File: config.mk
export PLATFORM = sky130hd
export DESIGN_NAME = am29xx_slice_pair
export DESIGN_NICKNAME = d
export VERILOG_FILES = /design/src/rtl/am29xx_slice_pair.sv
export SDC_FILE = /design/constraint.sdc
export NUM_CORES = 1
export LEC_CHECK = 0
export ABC_CLOCK_PERIOD_IN_PS = 4300
export BUFFER_PORTS_ARGS = -buffer_cell sky130_fd_sc_hd__buf_4
export CAP_MARGIN = 20
export CELL_PAD_IN_SITES_DETAIL_PLACEMENT = 0
export CELL_PAD_IN_SITES_GLOBAL_PLACEMENT = 1
export CORE_ASPECT_RATIO = 1.4
export CORE_UTILIZATION = 49
export CTS_CLUSTER_SIZE = 40
export DETAILED_ROUTE_END_ITERATION = 6
export PLACE_DENSITY_LB_ADDON = 0.1
export SYNTH_ARGS = -nofsm -noshare
export SYNTH_HDL_FRONTEND = slang
export SYNTH_SLANG_ARGS = --single-unit
File: constraint.sdc
create_clock -name clock -period 4.3 [get_ports clock]
set_input_delay 0 -clock clock [delete_from_list [all_inputs] [get_ports clock]]
set_output_delay 0 -clock clock [all_outputs]
set_load 0.1 [all_outputs]
File: src/rtl/am29xx_slice_pair.sv
// am29xx_slice_pair
//   One Am2901-compatible 4-bit ALU slice plus one microprogram sequencer
//   slice. The sequencer behaves as an Am2909 when AM2909_OR_INPUTS_EN is
//   defined, and as an Am2911 otherwise: AR loads from seq_din, and
//   seq_rin/seq_orin are kept as pins but ignored.
//
// Ports
//   clock, reset         rising-edge clock, async active-high reset
//   alu_din/a/b          D operand, RAM A read address, RAM B read/write address
//   alu_src/op/dest      I2:0 operand select, I5:3 function, I8:6 destination
//   alu_cin              ALU carry in
//   alu_y/cout/f0/f3/ovr ALU output, carry out, F==0, F[3], overflow
//   seq_din/rin/orin     direct address, AR load data, OR mask
//   seq_s0/s1            address source select
//   seq_zero_n           low forces seq_y to 0
//   seq_cin              incrementer carry in
//   seq_re_n/fe_n        AR load enable, stack enable (active low)
//   seq_pup              1 = push, 0 = pop
//   seq_y/cout           microaddress, incrementer carry out
module am29xx_slice_pair #(
    parameter int STACK_DEPTH = 4
) (
    input  logic       clock,
    input  logic       reset,
    input  logic [3:0] alu_din,
    input  logic [3:0] alu_a,
    input  logic [3:0] alu_b,
    input  logic [2:0] alu_src,
    input  logic [2:0] alu_op,
    input  logic [2:0] alu_dest,
    input  logic       alu_cin,
    output logic [3:0] alu_y,
    output logic       alu_cout,
    output logic       alu_f0,
    output logic       alu_f3,
    output logic       alu_ovr,
    input  logic [3:0] seq_din,
    input  logic [3:0] seq_rin,
    input  logic [3:0] seq_orin,
    input  logic       seq_s0,
    input  logic       seq_s1,
    input  logic       seq_zero_n,
    input  logic       seq_cin,
    input  logic       seq_re_n,
    input  logic       seq_fe_n,
    input  logic       seq_pup,
    output logic [3:0] seq_y,
    output logic       seq_cout
);
    localparam int SPW = (STACK_DEPTH > 1) ? $clog2(STACK_DEPTH) : 1;

    // ------------------------------------------------------------------
    // ALU slice
    // ------------------------------------------------------------------
    logic [3:0] ram [16];
    logic [3:0] q;
    logic [3:0] rd_a, rd_b;
    logic [3:0] r, s, op_r, op_s, f;
    logic [4:0] sum;
    logic [3:0] low_sum;
    logic       arith;
    logic       ram_we, q_we;
    logic [3:0] b_wdata, q_next;

    assign rd_a = ram[alu_a];
    assign rd_b = ram[alu_b];

    always_comb begin
        r = '0;
        s = '0;
        case (alu_src)
            3'd0: begin r = rd_a;    s = q;    end
            3'd1: begin r = rd_a;    s = rd_b; end
            3'd2: begin r = '0;      s = q;    end
            3'd3: begin r = '0;      s = rd_b; end
            3'd4: begin r = '0;      s = rd_a; end
            3'd5: begin r = alu_din; s = rd_a; end
            3'd6: begin r = alu_din; s = q;    end
            default: begin r = alu_din; s = '0; end
        endcase
    end

    // Subtractions are done as one's-complement plus carry-in, so a single
    // adder serves all three arithmetic functions.
    always_comb begin
        op_r = r;
        op_s = s;
        if (alu_op == 3'd1) op_r = ~r;
        if (alu_op == 3'd2) op_s = ~s;
    end

    assign arith   = (alu_op < 3'd3);
    assign sum     = {1'b0, op_r} + {1'b0, op_s} + {4'b0, alu_cin};
    // Low three bits summed separately to recover the carry into bit 3.
    assign low_sum = {1'b0, op_r[2:0]} + {1'b0, op_s[2:0]} + {3'b0, alu_cin};

    always_comb begin
        f = '0;
        case (alu_op)
            3'd3:    f = r | s;
            3'd4:    f = r & s;
            3'd5:    f = ~r & s;
            3'd6:    f = r ^ s;
            3'd7:    f = ~(r ^ s);
            default: f = sum[3:0];
        endcase
    end

    assign alu_cout = arith & sum[4];
    assign alu_ovr  = arith & (sum[4] ^ low_sum[3]);
    assign alu_f0   = (f == 4'h0);
    assign alu_f3   = f[3];
    assign alu_y    = (alu_dest == 3'd2) ? rd_a : f;

    always_comb begin
        ram_we  = alu_dest[2] | alu_dest[1];
        q_we    = 1'b0;
        b_wdata = f;
        q_next  = q;
        case (alu_dest)
            3'd0: begin q_we = 1'b1; q_next = f; end
            3'd4: begin
                b_wdata = {1'b0, f[3:1]};
                q_we    = 1'b1;
                q_next  = {1'b0, q[3:1]};
            end
            3'd5: b_wdata = {1'b0, f[3:1]};
            3'd6: begin
                b_wdata = {f[2:0], 1'b0};
                q_we    = 1'b1;
                q_next  = {q[2:0], 1'b0};
            end
            3'd7: b_wdata = {f[2:0], 1'b0};
            default: ;
        endcase
    end

    always_ff @(posedge clock or posedge reset) begin
        if (reset) begin
            for (int i = 0; i < 16; i++) ram[i] <= '0;
            q <= '0;
        end else begin
            if (ram_we) ram[alu_b] <= b_wdata;
            if (q_we)   q <= q_next;
        end
    end

    // ------------------------------------------------------------------
    // Sequencer slice
    // ------------------------------------------------------------------
    logic [3:0]     upc, ar, seq_mux, or_mask, ar_src, stack_top;
    logic [3:0]     stack [STACK_DEPTH];
    logic [SPW-1:0] sp, sp_inc, sp_dec;

`ifdef AM2909_OR_INPUTS_EN
    assign or_mask = seq_orin;
    assign ar_src  = seq_rin;
`else
    assign or_mask = 4'h0;
    assign ar_src  = seq_din;
    // rin/orin remain as pins for board compatibility only.
    logic unused_pins;
    assign unused_pins = ^{seq_rin, seq_orin};
`endif

    // SP width matches the power-of-2 depth, so natural wrap is modulo depth.
    assign sp_inc    = sp + SPW'(1);
    assign sp_dec    = sp - SPW'(1);
    assign stack_top = stack[sp];

    always_comb begin
        seq_mux = upc;
        case ({seq_s1, seq_s0})
            2'd1:    seq_mux = ar;
            2'd2:    seq_mux = stack_top;
            2'd3:    seq_mux = seq_din;
            default: seq_mux = upc;
        endcase
    end

    assign seq_y    = (reset | ~seq_zero_n) ? 4'h0 : (seq_mux | or_mask);
    assign seq_cout = seq_cin & (seq_y == 4'hF);

    always_ff @(posedge clock or posedge reset) begin
        if (reset) begin
            upc <= '0;
            ar  <= '0;
        end else begin
            upc <= seq_y + {3'b0, seq_cin};
            if (!seq_re_n) ar <= ar_src;
        end
    end

    // Push stores the uPC as it stands before this edge's increment.
    always_ff @(posedge clock or posedge reset) begin
        if (reset) begin
            sp <= '0;
            for (int i = 0; i < STACK_DEPTH; i++) stack[i] <= '0;
        end else if (!seq_fe_n) begin
            if (seq_pup) begin
                sp            <= sp_inc;
                stack[sp_inc] <= upc;
            end else begin
                sp <= sp_dec;
            end
        end
    end

endmodule

==> results.yml <==
critical_path:
  worstSetupStartpointType: "flop"
  slowest_delay_ps: 470
  r2r_cells: 16
  critPathSlowestCell: "mux4_2"
  critPathMostFrequentCell: "nor2_1"
  crit_chain: "mux4_2, mux2i_1, mux2i_2, a211oi_1, buf_4, xnor2_1, fa_1, fa_2, and2_1, nor2_1, nor2_1, a2111oi_4, buf_6, mux2_2, buf_8"
  rr_endpoint: "ram[37]"
  crit_fanout: 5
  rrSetupSlack_ps: 290
  critPathTopFamily: "multiplexers"
  worstReg2RegStart: "ram[0]"
  worstSetupStartpoint: "ram[0]"
  critPathBufInv: 3
  cp.required_ps: 4300
  crit_cells: 15
  worstPathArrival_ps: 4110
  crit_type: "reg -> out"
  endpoint: "alu_y[2]"
  crit_path_end_kind: "output pin"
routing:
  vias: 4968
  wl_um: 17000
  route.detailed.wl_per_inst_um: 21.4
  first_pass_iters: 5
  ant_nets: 0
  via_per_inst: 6.25
  drc: 0
  drt_iter0_markers: 262
die:
  design.core.area_um2: 12900
  dieArea_um2: 13800
  rows: 49
  start_util_pct: 50.6
  die_w_um: 99.4
  die_h_um: 138
  ioPinCount: 56
synthesis:
  synth_largest_area_cell: "dfrtp_1"
  synth_area_um2: 6510
  synth_edf_count: 0
  synth_cell_types: 69
  synth_flop_cell: "dfrtp_1"
  synth_common_cells: "dfrtp_1, nand2_1, mux2_2"
  syn_inst: 570
  syn_avg_cell_area_um2: 11.4
  syn_nets: 628
  synth.area.top_cells: "dfrtp_1, mux4_2, mux2_2"
  async_flop_share_pct: 100
  yosysSeqAreaShare_pct: 36.1
  yosysTopAreaCellShare_pct: 36.1
  synth-seq-cells: 94
  ys_warn_count: 0
  synth.most_common_cell: "dfrtp_1"
pwr:
  p_leak_uw: 0.00333
  irDropWorstVdd_mv: 0.323
  p_per_area_nw_per_um2: 490
clock_network:
  cts_tree: "yes"
  cts.clk_slew.worst_paths_ps: 70
  cts_root_buffer: "clkbuf_16"
  clkLatencyLatePin_ps: 340
  clock_sinks: 94
  cts.path.max_buffers: 2
  cts_buffers: 9
  h-tree-depth: 3
finish:
  fillCellCount: 1076
  drive_above_1_share_pct: 34.3
  nets: 695
  syn2layout_area_growth_pct: 16.3
  design_area_um2: 7570
  post-route-util_pct: 58.8
  insertedDiodeCount: 0
global_route:
  grt_max_degree: 52
  grt_pass1_vias: 5231
  grt_overflow: 0
  grt_use_total_pct: 26.1
  grt_pass1_wl_um: 27800
  antenna_found_initial: 0
job:
  cap_violations: 0
sta:
  skew_ps: 14.4
  max_freq_mhz: 243
  finalMaxSlewViolations: 0
  slew_headroom_pct: 36.1
  rsz0062_at_grt: "no"
  min_period_over_period_pct: 95.5
  hold_violations: 0
  period_needed_ps: 4110
  worstMarginPinSlew_ps: 957
  setup-violations-final: 0
placement:
  place.gp.congestion: 0.905
  place_area_um2: 7100
  port_buffers: 47
  hpwl_um: 12900
run_status:
  status: "complete, no violations"
hold_path:
  hp-class: "in -> reg"
  hold_depth: 3
## per-stage QoR
stage | total power (uW) | hold WS, ps | TNS (ps) | cells | setup WS, ps
floorplan | 2470 | 82.5 | -115 | 570 | -115
global placement | 2850 | 195 | 0 | 763 | 87.6
detailed placement | 2910 | 202 | 0 | 763 | 3.62
CTS | 3700 | 39.3 | 0 | 792 | 9.93
global route | 3910 | 71.2 | 0 | 795 | 4.88
finish | 3710 | 53.4 | 0 | 795 | 192
## metal layers
layer	GRT usage (%)	share of wire, %	wire, um	vias to the layer above
met4	11.4	3.9	657	0
met2	47.5	55	9360	133
li1	-	-	-	2281
met3	2.93	2.7	468	43
met1	30.7	38	6550	2511
met5	0	0	0	-
## worst min path at each step
| stage | from | end | slack, ps |
|---|---|---|---|
| after floorplan | seq_fe_n | sp[0] | 80 |
| after global placement | reset | upc[0] | 200 |
| after detailed placement | seq_fe_n | sp[0] | 200 |
| after CTS | alu_dest[2] | q[3] | 40 |
| after global routing | alu_dest[2] | q[3] | 70 |
| final | alu_dest[2] | q[3] | 50 |
## where the power goes
group | switching [uW] | internal [uW]
Sequential | 241 | 1160
Combinational | 797 | 746
Clock | 354 | 416
## cell usage in the layout, fill, tap and decap left out, types with 3 or more instances in the layout
cell	count
dlygate4sd3_1	13
nor2_1	35
nor2b_1	18
a22oi_1	8
a21o_1	3
inv_1	11
nand3_1	9
mux2_4	5
nand2b_1	7
nand2_1	68
buf_12	5
nor3_1	9
o31ai_1	14
xnor2_1	12
dfrtp_1	94
a21oi_1	8
mux2_2	51
clkbuf_16	9
o21ai_0	15
o31ai_2	20
and3_1	6
a211oi_1	3
a22o_1	7
o211a_1	3
mux4_2	30
o21a_1	4
buf_4	66
o211ai_1	3
and2_1	5
mux4_1	5
ha_1	13
xor2_1	5
mux2i_1	15
a221oi_2	3
a2111oi_2	3
## worst register-to-register path: cells and delay by family (launching register included)
family | cells | cell delay, ps
AO/OA/AOI/OAI | 4 | 880
XOR/XNOR | 1 | 90
adder cells (fa/ha/maj) | 2 | 820
buffers and inverters | 3 | 520
flip-flops | 1 | 390
multiplexers | 3 | 830
AND/OR/NAND/NOR | 3 | 360
## cell type report
class / count / area [um^2] / area share (%)
Tap cell: 153 / 191 / 2.53
Timing Repair Buffer: 87 / 763 / 10.1
Clock inverter: 5 / 42.5 / 0.562
Multi-Input combinational cell: 433 / 3930 / 51.9
Sequential cell: 94 / 2350 / 31.1
Inverter: 12 / 46.3 / 0.611
Clock buffer: 11 / 243 / 3.21
## timing repair
item,4_1_cts,5_1_grt
hold endpoints to repair,60,0
pin swaps,1,2
setup endpoints to repair,5,22
hold buffers,13,0
buffers inserted,0,3
resized for setup,1,7
## state kept, by name, indices dropped and copies added, names as in the netlist
signal and cells:
stack 16, q 4, upc 4, sp 2
ar 4, ram 64
## cells by family after synthesis
logic type | after synthesis | share of synthesized area (%)
simple gates | 175 | 12.8
compound gates | 118 | 16.8
mux | 108 | 25.0
flops | 94 | 36.1
buf+inv | 43 | 3.81
xor+xnor | 17 | 2.29
fa+ha+maj | 15 | 3.11
No activity file was read; power rests on OpenSTA's default activity.
